`src/rtl/fixedpoint_pkg.sv`:
```
// Shared widths, rounding-mode constant and signed range helpers for the
// fixed-point requantizer.
package fixedpoint_pkg;

   localparam int DEF_BP = 48;
   localparam int DEF_BO = 8;
   localparam int DEF_BS = 6;

   // Only one rounding mode exists today; the type leaves room for more.
   typedef enum logic [0:0] {ROUND_HALF_UP = 1'b0} round_mode_t;
   localparam round_mode_t ROUND_MODE = ROUND_HALF_UP;

   function automatic logic signed [63:0] smax(input int bo);
      return (64'sd1 <<< (bo - 1)) - 64'sd1;
   endfunction

   function automatic logic signed [63:0] smin(input int bo);
      return -(64'sd1 <<< (bo - 1));
   endfunction

endpackage

```
`src/rtl/fixedpoint_pipe_stage.sv`:
```
// Valid/ready register slice: loads when empty or when the next slice moves.
// Handshake: a slot moves forward when its consumer enable is high; en is the
// combinational "can accept" flag handed back to the producer.
module fixedpoint_pipe_stage #(
   parameter int W = 8
) (
   input  logic         clk,
   input  logic         clr,
   input  logic         src_valid,
   input  logic [W-1:0] d,
   input  logic         sink_en,
   output logic         en,
   output logic         valid,
   output logic [W-1:0] q
);

   assign en = !valid || sink_en;

   always_ff @(posedge clk) begin
      if (clr) begin
         valid <= 1'b0;
         q     <= '0;
      end else if (en) begin
         valid <= src_valid;
         // Payload only captured with a real sample so idle inputs are ignored.
         if (src_valid) q <= d;
      end
   end

endmodule

```
`src/rtl/fixedpoint_requantizer.sv`:
```
// Two-stage round-half-up shift and saturate from BP to BO signed bits.
// Optional saturation counter enabled by FIXEDPOINT_REQUANT_SATCOUNT_EN.
module fixedpoint_requantizer
   import fixedpoint_pkg::*;
#(
   parameter int BP = DEF_BP,
   parameter int BO = DEF_BO,
   parameter int BS = DEF_BS
`ifdef FIXEDPOINT_REQUANT_SATCOUNT_EN
   ,
   parameter int BN = 32
`endif
) (
   input  logic          clk,
   input  logic          clr,
   input  logic          in_valid,
   output logic          in_ready,
   input  logic [BP-1:0] in_data,
   input  logic [BS-1:0] in_shift,
   output logic          out_valid,
   input  logic          out_ready,
   output logic [BO-1:0] out_data,
   output logic          out_sat
`ifdef FIXEDPOINT_REQUANT_SATCOUNT_EN
   ,
   output logic [BN-1:0] sat_count
`endif
);

   localparam int SHIFT_MAX = BP - 1;

   logic          en1, en2, v1, v2;
   logic [BS-1:0] s_eff;
   logic [BP:0]   ext, rnd, sum, r_in, r1;
   logic [BO:0]   sat_d, q2;

   assign s_eff = (32'(in_shift) > SHIFT_MAX) ? BS'(SHIFT_MAX) : in_shift;

   // One guard bit keeps the rounding add from overflowing at the range edges.
   assign ext  = {in_data[BP-1], in_data};
   assign rnd  = (s_eff == '0) ? '0 : ((BP+1)'(1) << (s_eff - 1'b1));
   assign sum  = ext + rnd;
   assign r_in = $signed(sum) >>> s_eff;

   fixedpoint_pipe_stage #(.W(BP+1)) u_stage1 (
      .clk       (clk),
      .clr       (clr),
      .src_valid (in_valid),
      .d         (r_in),
      .sink_en   (en2),
      .en        (en1),
      .valid     (v1),
      .q         (r1)
   );

   always_comb begin
      sat_d = {1'b0, r1[BO-1:0]};
      if ($signed(r1) > smax(BO))      sat_d = {1'b1, BO'(smax(BO))};
      else if ($signed(r1) < smin(BO)) sat_d = {1'b1, BO'(smin(BO))};
   end

   fixedpoint_pipe_stage #(.W(BO+1)) u_stage2 (
      .clk       (clk),
      .clr       (clr),
      .src_valid (v1),
      .d         (sat_d),
      .sink_en   (out_ready),
      .en        (en2),
      .valid     (v2),
      .q         (q2)
   );

   assign in_ready  = en1;
   assign out_valid = v2;
   assign out_sat   = q2[BO];
   assign out_data  = q2[BO-1:0];

`ifdef FIXEDPOINT_REQUANT_SATCOUNT_EN
   always_ff @(posedge clk) begin
      if (clr) begin
         sat_count <= '0;
      end else if (out_valid && out_ready && out_sat && (sat_count != '1)) begin
         sat_count <= sat_count + 1'b1;
      end
   end
`endif

endmodule

```
`config.mk`:
```
export PLATFORM = sky130hd
export DESIGN_NAME = fixedpoint_requantizer
export DESIGN_NICKNAME = d
export VERILOG_FILES = /design/src/rtl/fixedpoint_pkg.sv /design/src/rtl/fixedpoint_pipe_stage.sv /design/src/rtl/fixedpoint_requantizer.sv
export SDC_FILE = /design/constraint.sdc
export NUM_CORES = 1
export LEC_CHECK = 0
export BUFFER_PORTS_ARGS = -buffer_cell sky130_fd_sc_hd__clkbuf_2
export CORE_MARGIN = 2
export CORE_UTILIZATION = 30
export CTS_CLUSTER_DIAMETER = 40
export DETAILED_ROUTE_END_ITERATION = 8
export PLACE_DENSITY = 0.53
export SLEW_MARGIN = 20
export SYNTH_ARGS = -nofsm -noshare
export SYNTH_HDL_FRONTEND = slang
export SYNTH_SLANG_ARGS = --single-unit
```
`constraint.sdc`:
```
create_clock -name clk -period 4.6 [get_ports clk]
set_clock_uncertainty 0.15 [all_clocks]
set_input_delay 0.46 -clock clk [delete_from_list [all_inputs] [get_ports clk]]
set_output_delay 0.46 -clock clk [all_outputs]
set_load 0.02 [all_outputs]
```
# Word level (Yosys, flattened, before mapping)
# Cells that the tools add are included.
# totals
ff_bits,60
latchBits,0
mem_bits_rw,0
mem_bits_ro,0
input_bits,58
output_inout_bits,11
word_cells,22
mem_count,0
# classes
addsub,2
mul,0
div_mod_pow,0
magnitude_cmp,3
eq_ne,0
shifts,2
muxes,4
bitwise_logic,0
reduce_logical,7
# ops
operator,count
$add A49 B49 Y49,1
$gt A49 B8 Y1 const B,1
$lt A49 B8 Y1 const B,1
$mux W49,1
$shl A1 B6 Y49 const A,1
$sshr A49 B6 Y49,1
$mux W9,2
$gt A6 B6 Y1 const B,1
$logic_not A6 Y1,1
$mux W6,1
$sub A6 B1 Y6 const B,1
$reduce_and A2 Y1,2
$logic_not A1 Y1,2
$logic_or A1 B1 Y1,2

# Longest topological paths before layout
# Gate-level depths: netlist (run 1).
# depth
depth_word,7
ltp_mapped,22
mapped_depth_nobuf,17

# By module
# From an unflattened synthesis (run 1), not the netlist that was laid out.
# unflattened
hier_cells,1462
hier_area_um2,10289.9
# by_module_without_submodules
module,instances,cells_per_inst,area_per_inst_um2,seq_area_each_um2
fixedpoint_requantizer,1,1189,7464.7,0.0
fixedpoint_pipe_stage at u_stage1,1,228,2354.8,1001.0
fixedpoint_pipe_stage at u_stage2,1,45,470.5,200.2

# Least setup slack after synthesis (run 1)
# No wires, ideal clock.
# synth_timing
path_type,input to register
from,input port in_shift[5]
to,register u_stage1.q[7]
setup_time_ns,0.132
arrival_time_ns,4.652
required_ns,4.318
path_slack_ns,-0.334
cell_stages,19
n_path_buf,3
path_cell_list,clkbuf_1 -> inv_1 -> nand2_1 -> clkbuf_1 -> buf_1 -> nor3_1 -> ha_1 -> fa_1 -> a211oi_2 -> o21ai_2 -> a211oi_2 -> nor4b_2 -> or3_1 -> and3_1 -> o311a_1 -> a32oi_1 -> a211oi_1 -> a2111oi_2 -> nor3_1
# synth_via
elab_chain_len,7
word_cells_on_any_way,8
classes_between,add/sub: 2; order compare: 1; shift: 2; mux: 2; reduce/logical: 1
# synth_rtl
element,line_no,rtl
from (decl),fixedpoint_requantizer.sv:19,"input logic [BS-1:0] in_shift,"
$gt A6 B6 Y1,fixedpoint_requantizer.sv:37,assign s_eff = (32'(in_shift) > SHIFT_MAX) ? BS'(SHIFT_MAX) : in_shift;
$mux W6 *,fixedpoint_requantizer.sv:37,
$sub A6 B1 Y6,fixedpoint_requantizer.sv:41,assign rnd = (s_eff == '0) ? '0 : ((BP+1)'(1) << (s_eff - 1'b1));
$shl A1 B6 Y49,fixedpoint_requantizer.sv:41,
$mux W49,fixedpoint_requantizer.sv:41,
$add A49 B49 Y49,fixedpoint_requantizer.sv:42,assign sum = ext + rnd;
$sshr A49 B6 Y49 *,fixedpoint_requantizer.sv:43,assign r_in = $signed(sum) >>> s_eff;
to (signal assigned),fixedpoint_pipe_stage.sv:22,q <= '0;
to (signal assigned),fixedpoint_pipe_stage.sv:26,if (src_valid) q <= d;
to (decl),fixedpoint_pipe_stage.sv:14,output logic [W-1:0] q
# Every way passes the cells marked *; elsewhere a longest branch is shown, timed or not.
# A chain may end at the register's enable or synchronous reset.

# Final worst setup path (run 1)
# layout_timing
from,input port in_shift[5]
to,register u_stage1.q[1]
# The elaborated chain is that of the path after synthesis.

==> results of run 1 <==
-- where the power goes --
part | leakage [nW] | total (W) | internal [W] | switching [W]
Clock | 0.140 | 0.000657 | 0.000430 | 0.000227
Sequential | 0.497 | 0.000608 | 0.000569 | 0.0000390
Combinational | 5.99 | 0.00152 | 0.000661 | 0.000858
-- area by class of cell --
type,instances,area (sq um),share of cell area
multi-input combinational,1275,9490,0.600
timing repair buffer,563,4210,0.266
sequential,60,1200,0.0759
tap,448,561,0.0354
clock buffer,13,250,0.0158
inverter,17,71.3,0.00451
clock inverter,2,35.0,0.00222
-- metrics by stage --
| stage | utilization | total power (W) | area [sq um] | setup slack, ps |
|---|---|---|---|---|
| floorplan | - | 0.00133 | 10300 | 8.27 |
| global placement | 0.421 | 0.00195 | 14100 | -616 |
| detailed placement | 0.421 | 0.00195 | 14100 | -575 |
| CTS | 0.435 | 0.00263 | 14600 | -17.0 |
| global route | 0.470 | 0.00291 | 15800 | -113 |
| finish | 0.470 | 0.00278 | 15800 | 52.9 |
-- sequential cells by signal, indices dropped and copies added, names as in the netlist --
name	count
u_stage1.q	49
u_stage1.valid	1
u_stage2.q	9
u_stage2.valid	1
-- cell usage after synthesis (36+ instances only) --
master,n
nand2_1,168
mux2i_1,45
ha_1,48
nor2_1,173
buf_2,36
clkbuf_1,61
dfxtp_1,60
o21ai_0,65
nor3_1,82
nand4_1,53
a21oi_1,106
a211oi_1,38
-- worst max-delay path by stage --
stage / start / endpoint / cells past startpoint
2_1_floorplan: in_shift[4] / u_stage1.q[5] / 19
3_3_place_gp: in_shift[4] / u_stage1.q[35] / 20
3_5_place_dp: in_shift[4] / u_stage1.q[7] / 19
4_1_cts: in_shift[5] / u_stage1.q[27] / 20
5_1_grt: in_shift[5] / u_stage1.q[41] / 23
6_report: in_shift[5] / u_stage1.q[1] / 23
-- kinds of logic after synthesis --
| group | count (synthesis) | synth area share |
|---|---|---|
| AOI/OAI and AO/OA | 520 | 0.381 |
| other | 1 | 0.000366 |
| buffers and inverters | 137 | 0.0608 |
| muxes | 60 | 0.0619 |
| adders and majority gates | 49 | 0.0605 |
| xor gates and xnor gates | 29 | 0.0270 |
| DFF | 60 | 0.117 |
| and+or+nand+nor | 616 | 0.291 |
-- what timing repair did --
action	in CTS	in global routing
gates cloned	0	2
setup endpoints to repair	40	46
pin swaps	14	83
gates resized for setup	31	187
buffers inserted	4	39
-- worst register-to-register path, stage by stage (launching register included) --
cell and delay [ps]:
dfxtp_1 320, nor2b_1 240, nand2_1 130, and2_2 380
nand2_1 380, nor2_1 70, nor2_1 180, buf_4 210
o21ai_0 100, a221oi_1 260
-- routing by layer --
metal,up-vias,track usage,part of all wire
met5,-,0,0
met4,0,0.0865,0.037
met3,123,0.0402,0.079
met2,613,0.442,0.45
met1,6705,0.371,0.43
li1,6564,-,-
==> results.sh, run 1 <==
export IMPL_status="complete, no violations"
export IMPL_tritoncts="done"
export IMPL_drt_first_pass_iters=8
export IMPL_grt_pass1_wl_microns=76000
export IMPL_final_cell_count_no_fill=2378
export IMPL_drc=0
export IMPL_synth_top_cell_area_share=0.117
export IMPL_cts_buffers=9
export IMPL_mostFrequentLayoutCell="buf_4"
export IMPL_clk_pin_slew_ps=50
export IMPL_critical_path_class="in -> reg"
export IMPL_ios=69
export IMPL_r2r_start="u_stage2.valid"
export IMPL_path_delay_family="buffers and inverters"
export IMPL_arrival_ps=4660
export IMPL_slowest_stage="ha_2"
export IMPL_avgSynthCellArea_sq_um=6.96
export IMPL_place_inst=2321
export IMPL_yosysTopAreaCell="dfxtp_1"
export IMPL_hp_class="in -> reg"
export IMPL_whs_path_depth=3
export IMPL_cts_num_sinks=60
export IMPL_finalCritPeriodShare=0.989
export IMPL_clock_latency_ps=330
export IMPL_fmax_ghz=0.220
export IMPL_drive_gt1_frac=0.438
export IMPL_crit_chain="buf_12, clkinvlp_4, buf_6, nand2_8, buf_12, nor3_1, buf_4, ha_2, nand4_1, nor4_4, buf_4, a32oi_4, and3_4, buf_4, mux2_4, buf_6, a31oi_4, o21a_1, a221oi_4, o22ai_2, o31ai_4, buf_4, a31o_1"
export IMPL_endpoint_kind="flop"
export IMPL_path_buf_inv=9
export IMPL_drtIter0Drc=1521
export IMPL_regToRegEndpoint="u_stage1.q[20]"
export IMPL_dieArea_sq_mm=0.0357
export IMPL_most_common_layout_cells="buf_4, nor2_1, nand2_1, a21oi_1, clkbuf_2"
export IMPL_vias=14000
export IMPL_place_gp_congestion=0.964
export IMPL_overflow=0
export IMPL_antenna_found_initial=0
export IMPL_fillers=3318
export IMPL_hpwlAfterDp_microns=40700
export IMPL_finalSetupTns_ps=0
export IMPL_ys_types=108
export IMPL_syn_num_nets=1579
export IMPL_grt_max_degree=40
export IMPL_synth_ff_type="dfxtp_1"
export IMPL_portBuffers=68
export IMPL_fp_row_count=67
export IMPL_drv_slew=0
export IMPL_syn_cell_area_sq_mm=0.0103
export IMPL_p_per_area_mw_per_mm2=176
export IMPL_viasPerCell=5.89
export IMPL_htreeDepth=3
export IMPL_hold_viol=0
export IMPL_cts_root_buf="clkbuf_16"
export IMPL_reg2reg_setup_slack_ps=2070
export IMPL_hp_start="in_valid"
export IMPL_ctsHoldBuffers=0
export IMPL_die_w_microns=189
export IMPL_hold_ws_ps=232
export IMPL_grt_total_usage=0.272
export IMPL_setup_viol=0
export IMPL_drv_cap=0
export IMPL_die_h_microns=189
export IMPL_synthToLayoutAreaGrowth_pct=54.3
export IMPL_cp_required_ps=4720
export IMPL_coreArea_sq_mm=0.0336
export IMPL_synth_cells=1472
export IMPL_relSlewSlack=0.428
export IMPL_min_to="u_stage1.valid"
export IMPL_ys_warn_count=0
export IMPL_yosysSeqAreaShare=0.117
export IMPL_antenna_cells=0
export IMPL_async_reset_ff_frac=0
export IMPL_power_leakage_nw=6.63
export IMPL_synth_edf_count=0
export IMPL_max_stage_delay_ps=380
export IMPL_start_util=0.305
export IMPL_crit_fanout=6
export IMPL_worst_pin_slew_ps=854
export IMPL_critPathLaunchType="input pin"
export IMPL_vdd_drop_max_mv=0.197
export IMPL_routedWlPerCell_microns=21.5
export IMPL_ant_nets=0
export IMPL_drt_wl_total_microns=51000
export IMPL_critPathMostFrequentCell="buf_4"
export IMPL_clock_path_buffers=2
export IMPL_layout_nets=2033
export IMPL_grt_pass1_vias=13100
export IMPL_yosys_register_bits=60
export IMPL_ys_top_cells_by_area="dfxtp_1, nor2_1, nand2_1, ha_1, a21oi_1"
export IMPL_period_needed_ps=4550
export IMPL_r2r_worst_path_cells=9
Power figures use the tool's default switching activity.
==> run 2, diff against run 1 <==
- PLACE_DENSITY: 0.53 -> 0.51
- clock period: 4.6 -> 5.8 ns (I/O delays scaled with it)
==> run 2 against run 1 <==
Non-clock buffer count decreased by 388. Final area decreased by 26%. Utilization decreased by 12 points. Count of clock-buffer cells in the layout decreased by 2. Combinational power decreased by 41%. Critical path type unchanged.
==> results.sh, run 2 (synthesized netlist as in run 1, its figures left out) <==
export IMPL_slowest_stage="a2111oi_0"
export IMPL_drv_cap=0
export IMPL_critPathMostFrequentCell="nor2_1"
export IMPL_cp_required_ps=5820
export IMPL_cts_root_buf="clkbuf_16"
export IMPL_period_needed_ps=5630
export IMPL_tritoncts="done"
export IMPL_dieArea_sq_mm=0.0357
export IMPL_drv_slew=0
export IMPL_clk_pin_slew_ps=50
export IMPL_drtIter0Drc=1339
export IMPL_critPathLaunchType="input pin"
export IMPL_fmax_ghz=0.177
export IMPL_viasPerCell=6.19
export IMPL_post_route_cell_area_sq_mm=0.0117
export IMPL_htreeDepth=3
export IMPL_synthToLayoutAreaGrowth_pct=14.3
export IMPL_relSlewSlack=0.375
export IMPL_status="complete, no violations"
export IMPL_crit_chain="clkbuf_2, a21o_1, nor2_2, nand2_1, nor2_1, ha_1, a21oi_2, o21ai_2, a22oi_2, nand3_2, and4b_4, o41ai_4, nand2_4, mux2i_2, nor2_1, a2111oi_0, a211oi_1"
export IMPL_vdd_drop_max_mv=0.121
export IMPL_final_cell_count_no_fill=1989
export IMPL_crit_fanout=14
export IMPL_place_area_sq_mm=0.0115
export IMPL_hold_ws_ps=313
export IMPL_hpwlAfterDp_microns=36900
export IMPL_drive_gt1_frac=0.202
export IMPL_finalCritPeriodShare=0.971
export IMPL_cts_buffers=9
export IMPL_most_common_layout_cells="nor2_1, nand2_1, buf_4, a21oi_1, nor3_1"
export IMPL_fin_ws_ps=166
export IMPL_preCtsSetupSlack_ps=-241
export IMPL_fp_row_count=67
export IMPL_max_stage_delay_ps=610
export IMPL_place_gp_congestion=1.00
export IMPL_ios=69
export IMPL_clock_path_buffers=2
export IMPL_drc=0
export IMPL_grt_pass1_vias=11600
export IMPL_largest_reg_flops=49
export IMPL_start_util=0.305
export IMPL_layout_nets=1645
export IMPL_endpoint_kind="flop"
export IMPL_die_w_microns=189
export IMPL_fin_util=0.349
export IMPL_coreArea_sq_mm=0.0336
export IMPL_top_regs="u_stage1.q (49), u_stage2.q (9)"
export IMPL_antenna_found_initial=0
export IMPL_cts_num_sinks=60
export IMPL_hold_viol=0
export IMPL_hp_class="reg -> reg"
export IMPL_ant_nets=0
export IMPL_setup_viol=0
export IMPL_cts_repair_timing_setup_buffer_count=0
export IMPL_portBuffers=68
export IMPL_p_per_area_mw_per_mm2=158
export IMPL_routedWlPerCell_microns=23.0
export IMPL_antenna_cells=0
export IMPL_overflow=0
export IMPL_grt_max_degree=52
export IMPL_clock_latency_ps=330
export IMPL_worst_pin_slew_ps=934
export IMPL_grt_pass1_wl_microns=70300
export IMPL_top_register="u_stage1.q"
export IMPL_arrival_ps=5660
export IMPL_vias=12300
export IMPL_mostFrequentLayoutCell="nor2_1"
export IMPL_die_h_microns=189
export IMPL_rsz0062_at_grt="false"
export IMPL_place_inst=1975
export IMPL_drt_first_pass_iters=5
export IMPL_drt_wl_total_microns=45800
export IMPL_power_leakage_nw=4.50
export IMPL_grt_total_usage=0.253
export IMPL_critical_path_class="in -> reg"
## run 2: cell count changes in the layout (fill, tap and decap cells not counted), sizes merged
cell | before | now
clkinvlp | 2 | 0
inv | 15 | 17
bufinv | 1 | 0
buf | 495 | 107
clkinv | 1 | 3
clkbuf | 81 | 79
## run 2: power by group
group	leakage, nW	internal, W	switching [W]
combinational	3.87	0.000315	0.000581
clock	0.131	0.000293	0.000180
sequential	0.497	0.000451	0.0000289
total	4.50	0.00106	0.000790
## run 2: worst max-delay path, delay by kind of cell
kind                       cells  cell delay (ps)
AOI/OAI and AO/OA              7             2260
muxes                          1              410
buffers and inverters          1              230
adders and majority gates      1              460
and+or+nand+nor                7             1690
## run 2: worst paths after layout
kind	start	slack [ps]	to	cells past startpoint
worst max-delay path	in_shift[5]	170	u_stage1.q[14]	17
worst min-delay path	u_stage2.q[7]	310	u_stage2.q[7]	2
worst max register to register	u_stage2.valid	3350	u_stage1.q[1]	8
worst min register to register	u_stage2.q[7]	310	u_stage2.q[7]	2
## run 2: metrics by stage
stage          power [W]  setup TNS, ps
2_1_floorplan    0.00105              0
3_3_place_gp     0.00136           -388
3_5_place_dp     0.00136           -612
4_1_cts          0.00184              0
5_1_grt          0.00194              0
6_report         0.00185              0
## run 2: layout make-up
cell class / count / area (sq um)
Fill cell: 3650 / 21900
Multi-Input combinational cell: 1275 / 8480
Sequential cell: 60 / 1200
Timing Repair Buffer: 175 / 1160
Tap cell: 448 / 561
Clock buffer: 11 / 243
Inverter: 17 / 63.8
Clock inverter: 3 / 15.0
## run 2: timing repair
action / 4_1_cts / 5_1_grt
gates resized for setup: 0 / 3
endpoints found under the setup margin: 0 / 3
hold buffers: 0 / 0
## run 2: metal layers
| metal | up-vias | share of wire | track usage |
|---|---|---|---|
| met5 | - | 0 | 0 |
| met1 | 5889 | 0.45 | 0.354 |
| li1 | 5795 | - | - |
| met2 | 558 | 0.45 | 0.410 |
| met3 | 70 | 0.073 | 0.0302 |
| met4 | 0 | 0.026 | 0.0661 |
